### config.mk
export PLATFORM = sky130hd
export DESIGN_NAME = fetch_unit
export DESIGN_NICKNAME = d
export VERILOG_FILES = /design/src/rtl/fetch_pkg.sv /design/src/rtl/fetch_fifo.sv /design/src/rtl/fetch_unit.sv
export SDC_FILE = /design/constraint.sdc
export NUM_CORES = 1
export LEC_CHECK = 0
export BUFFER_PORTS_ARGS = -buffer_cell sky130_fd_sc_hd__buf_4
export CAP_MARGIN = 10
export CORE_ASPECT_RATIO = 0.75
export CORE_UTILIZATION = 59
export DETAILED_ROUTE_END_ITERATION = 10
export HOLD_SLACK_MARGIN = 0.05
export PLACE_DENSITY = 0.8
export REMOVE_ABC_BUFFERS = 1
export SLEW_MARGIN = 10
export SYNTH_ARGS = -nofsm -noshare
export SYNTH_HDL_FRONTEND = slang
export SYNTH_SLANG_ARGS = --single-unit
export TNS_END_PERCENT = 100
### constraint.sdc
create_clock -name i_clk -period 7.8 [get_ports i_clk]
set_clock_uncertainty 0.05 [all_clocks]
set_input_delay 0.78 -clock i_clk [delete_from_list [all_inputs] [get_ports i_clk]]
set_output_delay 0.78 -clock i_clk [all_outputs]
set_load 0.01 [all_outputs]
### src/rtl/fetch_pkg.sv
// Shared fetch-stage definitions: machine width, instruction size, NOP
// encoding and the entry format handed from fetch to decode.
package fetch_pkg;
  localparam int XLEN        = 32;
  localparam int INSTR_BYTES = 4;
  localparam logic [XLEN-1:0] NOP_INSTR = 32'h0000_0013;

  typedef struct packed {
    logic [XLEN-1:0] pc;
    logic [XLEN-1:0] instr;
    logic            misalign;
  } fetch_entry_t;
endpackage

### src/rtl/fetch_fifo.sv
// Synchronous FIFO with push/pop/flush. A push in a flush cycle lands in the
// freshly emptied queue, so a flush can be paired with a new first entry.
module fetch_fifo #(
  parameter int W     = 32,
  parameter int DEPTH = 4,
  localparam int AW   = (DEPTH > 1) ? $clog2(DEPTH) : 1
) (
  input  logic          i_clk,
  input  logic          i_rst,
  input  logic          i_push,
  input  logic [W-1:0]  i_push_data,
  input  logic          i_pop,
  input  logic          i_flush,
  output logic [W-1:0]  o_head,
  output logic [AW:0]   o_count,
  output logic          o_empty,
  output logic          o_full
);
  logic [W-1:0]  r_mem [DEPTH];
  logic [AW-1:0] r_rd, r_wr;
  logic [AW:0]   r_cnt;
  logic          w_push, w_pop;

  function automatic logic [AW-1:0] ptr_inc(input logic [AW-1:0] p);
    return (p == AW'(DEPTH - 1)) ? '0 : p + AW'(1);
  endfunction

  assign o_count = r_cnt;
  assign o_empty = (r_cnt == '0);
  assign o_full  = (r_cnt == (AW+1)'(DEPTH));
  assign o_head  = r_mem[r_rd];
  assign w_push  = i_push && (i_flush || !o_full);
  assign w_pop   = i_pop && !o_empty && !i_flush;

  // Pointer and occupancy update; flush empties, then takes an optional push
  always_ff @(posedge i_clk) begin
    if (!i_rst) begin
      r_rd  <= '0;
      r_wr  <= '0;
      r_cnt <= '0;
    end else if (i_flush) begin
      r_rd  <= '0;
      r_wr  <= w_push ? ptr_inc('0) : '0;
      r_cnt <= w_push ? (AW+1)'(1) : '0;
    end else begin
      if (w_push) r_wr <= ptr_inc(r_wr);
      if (w_pop)  r_rd <= ptr_inc(r_rd);
      r_cnt <= r_cnt + (AW+1)'(w_push) - (AW+1)'(w_pop);
    end
  end

  // Storage write; payload needs no reset since occupancy gates it
  always_ff @(posedge i_clk) begin
    if (w_push) r_mem[i_flush ? '0 : r_wr] <= i_push_data;
  end
endmodule

### src/rtl/fetch_unit.sv
// Instruction fetch: owns the PC, issues sequential word fetches, buffers
// responses and presents {pc, instr} to decode. A redirect flushes the buffer
// and marks every in-flight response for discard.
// Optional: FETCH_MISALIGN_TRAP_EN adds dec_misalign; a misaligned redirect
// then queues one NOP entry flagged misaligned and stalls fetch.
module fetch_unit
  import fetch_pkg::*;
#(
  parameter logic [31:0] RESET_PC        = 32'h0000_0000,
  parameter int          FIFO_DEPTH      = 4,
  parameter int          MAX_OUTSTANDING = 4
) (
  input  logic        i_clk,
  input  logic        i_rst,
  input  logic        redirect_valid,
  input  logic [31:0] redirect_pc,
  output logic        imem_req_valid,
  input  logic        imem_req_ready,
  output logic [31:0] imem_req_addr,
  input  logic        imem_rsp_valid,
  input  logic [31:0] imem_rsp_data,
  output logic        dec_valid,
  input  logic        dec_ready,
  output logic [31:0] dec_pc,
  output logic [31:0] dec_instr
`ifdef FETCH_MISALIGN_TRAP_EN
  ,
  output logic        dec_misalign
`endif
);
  localparam int OW  = $clog2(MAX_OUTSTANDING + 1);
  localparam int BAW = (FIFO_DEPTH > 1) ? $clog2(FIFO_DEPTH) : 1;
  localparam int TAW = (MAX_OUTSTANDING > 1) ? $clog2(MAX_OUTSTANDING) : 1;

  logic [XLEN-1:0] r_fetch_pc;
  logic [OW-1:0]   r_out, r_drop, w_out_nxt;
  logic            w_req_fire, w_rsp_fire, w_rsp_keep, w_trap, w_stall;
  logic [XLEN-1:0] w_redir_pc, w_tag_pc;
  fetch_entry_t    w_push_entry, w_head;
  logic [BAW:0]    w_buf_cnt;
  logic            w_buf_empty;
  logic            w_unused_buf_full;
  logic [TAW:0]    w_unused_tag_cnt;
  logic            w_unused_tag_empty, w_unused_tag_full;

  assign w_req_fire = imem_req_valid && imem_req_ready;
  // Responses with nothing outstanding (e.g. after reset) are ignored
  assign w_rsp_fire = imem_rsp_valid && (r_out != '0);
  assign w_out_nxt  = r_out + OW'(w_req_fire) - OW'(w_rsp_fire);
  assign w_rsp_keep = w_rsp_fire && (r_drop == '0) && !redirect_valid;

  // Credit rule: buffered + in-flight never exceed the buffer size
  assign imem_req_valid = i_rst && !w_stall &&
                          ((32'(r_out) + 32'(w_buf_cnt)) < 32'(FIFO_DEPTH)) &&
                          (32'(r_out) < 32'(MAX_OUTSTANDING));
  assign imem_req_addr  = r_fetch_pc;

  always_comb begin
    w_push_entry = '{pc: w_tag_pc, instr: imem_rsp_data, misalign: 1'b0};
    if (w_trap) w_push_entry = '{pc: redirect_pc, instr: NOP_INSTR, misalign: 1'b1};
  end

  assign dec_valid = !w_buf_empty;
  assign dec_pc    = w_buf_empty ? '0 : w_head.pc;
  assign dec_instr = w_buf_empty ? '0 : w_head.instr;

`ifdef FETCH_MISALIGN_TRAP_EN
  logic r_stall;
  assign w_trap       = redirect_valid && (redirect_pc[1:0] != 2'b00);
  assign w_stall      = r_stall;
  assign w_redir_pc   = redirect_pc;
  assign dec_misalign = !w_buf_empty && w_head.misalign;

  // Fetch halts after a trap redirect until an aligned redirect or reset
  always_ff @(posedge i_clk) begin
    if (!i_rst)              r_stall <= 1'b0;
    else if (redirect_valid) r_stall <= w_trap;
  end
`else
  logic w_unused_misc;
  assign w_trap        = 1'b0;
  assign w_stall       = 1'b0;
  assign w_redir_pc    = {redirect_pc[31:2], 2'b00};
  assign w_unused_misc = w_head.misalign ^ redirect_pc[1] ^ redirect_pc[0];
`endif

  // PC, in-flight count and discard count; a redirect resets discard to the
  // post-update in-flight count rather than adding to an older value
  always_ff @(posedge i_clk) begin
    if (!i_rst) begin
      r_fetch_pc <= {RESET_PC[31:2], 2'b00};
      r_out      <= '0;
      r_drop     <= '0;
    end else begin
      r_out <= w_out_nxt;
      if (redirect_valid) begin
        r_fetch_pc <= w_redir_pc;
        r_drop     <= w_out_nxt;
      end else begin
        if (w_req_fire) r_fetch_pc <= r_fetch_pc + XLEN'(INSTR_BYTES);
        if (w_rsp_fire && (r_drop != '0)) r_drop <= r_drop - OW'(1);
      end
    end
  end

  fetch_fifo #(.W($bits(fetch_entry_t)), .DEPTH(FIFO_DEPTH)) u_ibuf (
    .i_clk       (i_clk),
    .i_rst       (i_rst),
    .i_push      (w_rsp_keep || w_trap),
    .i_push_data (w_push_entry),
    .i_pop       (dec_valid && dec_ready),
    .i_flush     (redirect_valid),
    .o_head      (w_head),
    .o_count     (w_buf_cnt),
    .o_empty     (w_buf_empty),
    .o_full      (w_unused_buf_full)
  );

  // Tags follow every request, including ones later discarded, so they are
  // popped by every accepted response and never flushed by a redirect
  fetch_fifo #(.W(XLEN), .DEPTH(MAX_OUTSTANDING)) u_tagq (
    .i_clk       (i_clk),
    .i_rst       (i_rst),
    .i_push      (w_req_fire),
    .i_push_data (imem_req_addr),
    .i_pop       (w_rsp_fire),
    .i_flush     (1'b0),
    .o_head      (w_tag_pc),
    .o_count     (w_unused_tag_cnt),
    .o_empty     (w_unused_tag_empty),
    .o_full      (w_unused_tag_full)
  );
endmodule

# After elaboration in Yosys (flattened, before gate mapping)
# Memories as Yosys holds them, arrays and structs flattened. A register that Yosys moved wholly into a read port is not among the register bits.
# Cells that the tools add are included.
# word_totals
in_bits	70
memories	2
rom_bits	0
out_inout_bits	98
ram_bits	384
reg_bits	52
elab_cells	86
latch_bits	0
# op_classes
n_mul	0
div_mod_pow	0
n_addsub	13
shift	0
eq_ne	6
magnitude_cmp	2
bitwise	1
n_mux	24
n_reduce_logical	28
# memory_table
name	words	word_bits	rd	rd_clocked_by_memory_dff	wr	line_no	text
u_ibuf.r_mem	4	64	1	1	1	fetch_fifo.sv:19	logic [W-1:0] r_mem [DEPTH];
u_tagq.r_mem	4	32	1	1	1	fetch_fifo.sv:19	
# op_table
operator	count
2-to-1 mux 32 bit	4
adder 32 x 3 -> 32 bit, second input constant	1
2-to-1 mux 2 bit	11
logical AND 1 bit	13
adder 3 x 1 -> 3 bit	3
logical NOT 3 bit	3
2-to-1 mux 3 bit	3
subtractor 3 x 1 -> 3 bit	3
adder 2 x 1 -> 2 bit, second input constant	4
equality test 2 bit, second input constant	4
equality test 3 bit, second input constant	2
2-to-1 mux 1 bit	6
nonzero test 2 bit	3
nonzero test 3 bit	2
logical NOT 1 bit	5
adder 3 x 3 -> 4 bit	1
< comparator 4 x 3 -> 1 bit, second input constant	1
< comparator 3 bit, second input constant	1
subtractor 3 x 1 -> 3 bit, second input constant	1
OR reduction 2 bit	1
logical OR 1 bit	1
inverter 1 bit	1

# Depth between registers and ports, before layout
# depth
word_depth	8
mapped_depth	12
ltp_nobuf	12

# Modules after synthesis
# A second synthesis with hierarchy kept.
# hier_totals
cells_unflattened	939
hier_area_um2	17478.0
# by_module_without_submodules
module	cells_per_inst	instances	seq_area_each_um2	area_each_um2
fetch_fifo (u_ibuf)	391	1	7987.7	9850.7
fetch_fifo (u_tagq)	219	1	4023.9	5099.9
fetch_unit	329	1	720.7	2527.4

# Worst setup path before layout
# OpenSTA, ideal clock, no wires.
# synth_path
kind	input port to flip-flop
startpoint	in imem_rsp_valid
endpoint	mem u_ibuf.r_mem[0][0] (netlist bit), enable pin
path_slack_ns	1.199
required_time_ns	7.178
arrival_time_ns	5.980
stages	3
setup_time_ns	0.572
cell_sequence	o31ai_1 -> a311oi_2 -> nor3b_1
# synth_between
elab_chain_len	6
# synth_lines
item	line_no	text
from (decl)	fetch_unit.sv:20	input logic imem_rsp_valid,
logical AND 1 bit	fetch_unit.sv:48	assign w_rsp_fire = imem_rsp_valid && (r_out != '0);
logical AND 1 bit (2 in a row)	fetch_unit.sv:50	assign w_rsp_keep = w_rsp_fire && (r_drop == '0) && !redirect_valid;
logical AND 1 bit	fetch_fifo.sv:32	assign w_push = i_push && (i_flush || !o_full);
2-to-1 mux 1 bit (2 in a row)	fetch_fifo.sv:54	if (w_push) r_mem[i_flush ? '0 : r_wr] <= i_push_data;
to (decl)	fetch_fifo.sv:19	
# No other way between the ends.

==> flow_summary.yaml <==
run_status:
  status: "finished clean"
clocking:
  clock_path_buffers: 3
  cts_buffers: 40
  path_clk_slew_ps: 70
  cts_tree: "built"
  cts_setup_buffers: 0
  hold_buffers: 0
  ctsResizeCount: 0
  clk_latency_ps: 540
  htreeDepth: 2
  cts-root-buf: "clkbuf_16"
  cts_sinks: 422
route:
  ant_nets: 0
  drt_first_iter_violations: 550
  routed_wl_um: 32960
  first_pass_iters: 5
  routedWlPerCell_um: 22.27
  via_per_inst: 5.911
  remaining_drc_errors: 0
  vias: 8749
global_routing:
  gr-total-overflow: 0
  grt_max_degree: 65
  grt_pass1_vias: 8950
  antenna_found_initial: 0
  grt.total_usage_pct: 23.56
  grt_pass1_wl_um: 51050
timing:
  final_hold_viol_count: 0
  tightest_slew_ps: 1092
  drv_slew: 0
  clock.fmax_mhz: 264.7
  setup_tns_ps: 0
  max_slew_margin_pct: 26.52
  period_needed_ps: 3778
  post-route-period-util_pct: 48.43
  rsz0062_at_grt: "false"
  setup_viol: 0
logic_synthesis:
  synth_edf_count: 368
  synth_top_area_cell: "edfxtp_1"
  synth_top_flop_cell: "edfxtp_1"
  synth_area_um2: 16710
  yosysSeqAreaShare_pct: 72.60
  yosysTopAreaCellShare_pct: 66.13
  synth_area_per_cell_um2: 18.50
  synth-seq-cells: 422
  syn_inst: 903
  async_flop_share_pct: 0
  synth_area_leaders: "edfxtp_1 66%, mux4_2 12%, dfxtp_1 6.5%"
  ys.warnings.count: 0
  synthDistinctLibCells: 53
critical_path:
  cp_num_buf_inv: 2
  cpMostUsedCell: "buf_4"
  required_ps: 6970
  reg2reg_from: "r_out[2]$_SDFF_PN0_"
  end_kind: "output pin"
  r2r_slack_ps: 4340
  critPathMaxFanout: 32
  r2r_cells: 6
  slowest_stage: "dfxtp_4"
  cpPeakStageDelay_ps: 750
  crit_type: "reg2out"
  crit_family: "buffers and inverters"
  cp.arrival_ps: 2950
  r2r-end: "u_tagq.r_mem[3][18]$_DFFE_PP_"
  path_cells: "buf_4 > mux4_2 > and2_1 > buf_4"
  startpoint_type: "register"
worst_hold_path:
  hold_path_class: "in2reg"
  holdCritStartpoint: "redirect_pc[26]"
  whs_path_depth: 3
  min_to: "imem_req_addr[26]$_SDFFE_PN0P_"
pwr:
  p_per_area_nw_per_um2: 264.6
  vdd_ir_drop_max_uv: 193.4
  p_leak_nw: 6.662
  power_mw: 5.177
floorplan:
  core_um2: 27390
  fp.dieW_um: 196.3
  io_pins: 168
  row_count: 52
  fp.dieH_um: 147.7
  start_util_pct: 61.00
  dieArea_um2: 29010
final_layout:
  layout.nets: 1163
  layout_common_cells: "368 x edfxtp_1, 172 x buf_4, 92 x mux4_2"
  n_antenna_cell: 0
  syn_to_final_growth_pct: 17.09
  drive_gt1_share_pct: 30.76
  layout_commonest_cell: "edfxtp_1"
place:
  dpl.hpwl_um: 19390
  routabilityCongestion: 0.8195
  port_buffers: 161
flow_run:
  cap_viol_max_count: 0
==> logic make-up (layout without fill, tap and decap cells) <==
group | after synthesis | in the layout | share of synthesized area (%)
flip-flops | 422 | 422 | 72.60
AND/OR/NAND/NOR | 198 | 198 | 7.263
other | 1 | 4 | 0.02244
XOR/XNOR | 31 | 31 | 1.625
AO/OA/AOI/OAI | 64 | 64 | 2.231
buffers and inverters | 67 | 263 | 1.722
adder cells (fa/ha/maj) | 21 | 21 | 1.707
multiplexers | 99 | 99 | 12.83
==> how the worst max path moves through the flow <==
stage | to | slack (ps) | cells past startpoint
after global placement | u_tagq.r_mem[3][16]$_DFFE_PP_ | 3900 | 6
after global routing | dec_pc[3] | 3790 | 4
after CTS | dec_pc[27] | 3920 | 4
after floorplan | u_ibuf.r_mem[0][0]$_DFFE_PP_ | 680 | 4
after detailed placement | u_tagq.r_mem[3][9]$_DFFE_PP_ | 3840 | 6
final | dec_pc[27] | 4020 | 4
==> cell usage after synthesis (4+ instances only) <==
cell type  count
nor4_1         6
mux4_2        92
and2_1        75
nand3_1       12
a21oi_1       22
buf_2         11
o21ai_0       24
nand2_1       29
dfxtp_1       54
clkbuf_1      31
xor2_1        14
edfxtp_1     368
nand4_1       14
nor2_1        14
mux2i_1        6
xnor2_1       17
nor3_1        10
o211a_1        5
nand2b_1       4
o21ai_1        6
ha_1          18
inv_1         19
buf_4          4
nor2b_1        9
==> layer usage <==
metal / vias to the layer above / GRT usage (%) / part of all wire, %
li1: 3884 / - / -
met1: 4510 / 33.90 / 43
met2: 301 / 37.61 / 49
met3: 54 / 4.289 / 6.6
met4: 0 / 6.641 / 2.0
met5: - / 0 / 0
==> tightest hold or removal path, stage by stage <==
cell	delay (ps)
buf_4	80
nand2_1	40
o21ai_1	60
==> flip-flops by register name (all words and copies together), names as in the netlist, named ones only <==
signal,cells
r_out,3
u_tagq.r_mem,120
u_ibuf.o_count,3
u_ibuf.r_mem,248
u_ibuf.r_rd,2
u_ibuf.r_wr,2
u_tagq.r_wr,2
r_drop,3
imem_req_addr,30
u_tagq.o_count,3
u_tagq.r_rd,2
==> final cells by class <==
type / count / area [um^2]
clock buffer: 60 / 1127
timing repair buffer: 172 / 1291
tap: 378 / 473.0
clock inverter: 12 / 140.1
multi-input combinational: 417 / 4322
sequential: 422 / 12140
inverter: 19 / 71.32
fill: 1683 / 7825
==> where the power goes <==
| group | internal (mW) | switching (mW) |
|---|---|---|
| Sequential | 2.63 | 0.0743 |
| Clock | 1.10 | 0.785 |
| Combinational | 0.265 | 0.318 |
| Total | 4.00 | 1.18 |
==> per-stage QoR <==
stage                     area, um^2  cells  setup slack [ps]  hold WS [ps]  util [%]
after floorplan                16500    858             682.7         404.1         -
after global placement         18300   1408              3904         414.2     66.81
after detailed placement       18300   1408              3845         439.5     66.81
after CTS                      19570   1480              3917         387.8     71.43
after global routing           19570   1480              3787         388.8     71.43
final                          19570   1480              4023         407.0     71.43
No activity file was read; power rests on OpenSTA's default activity.
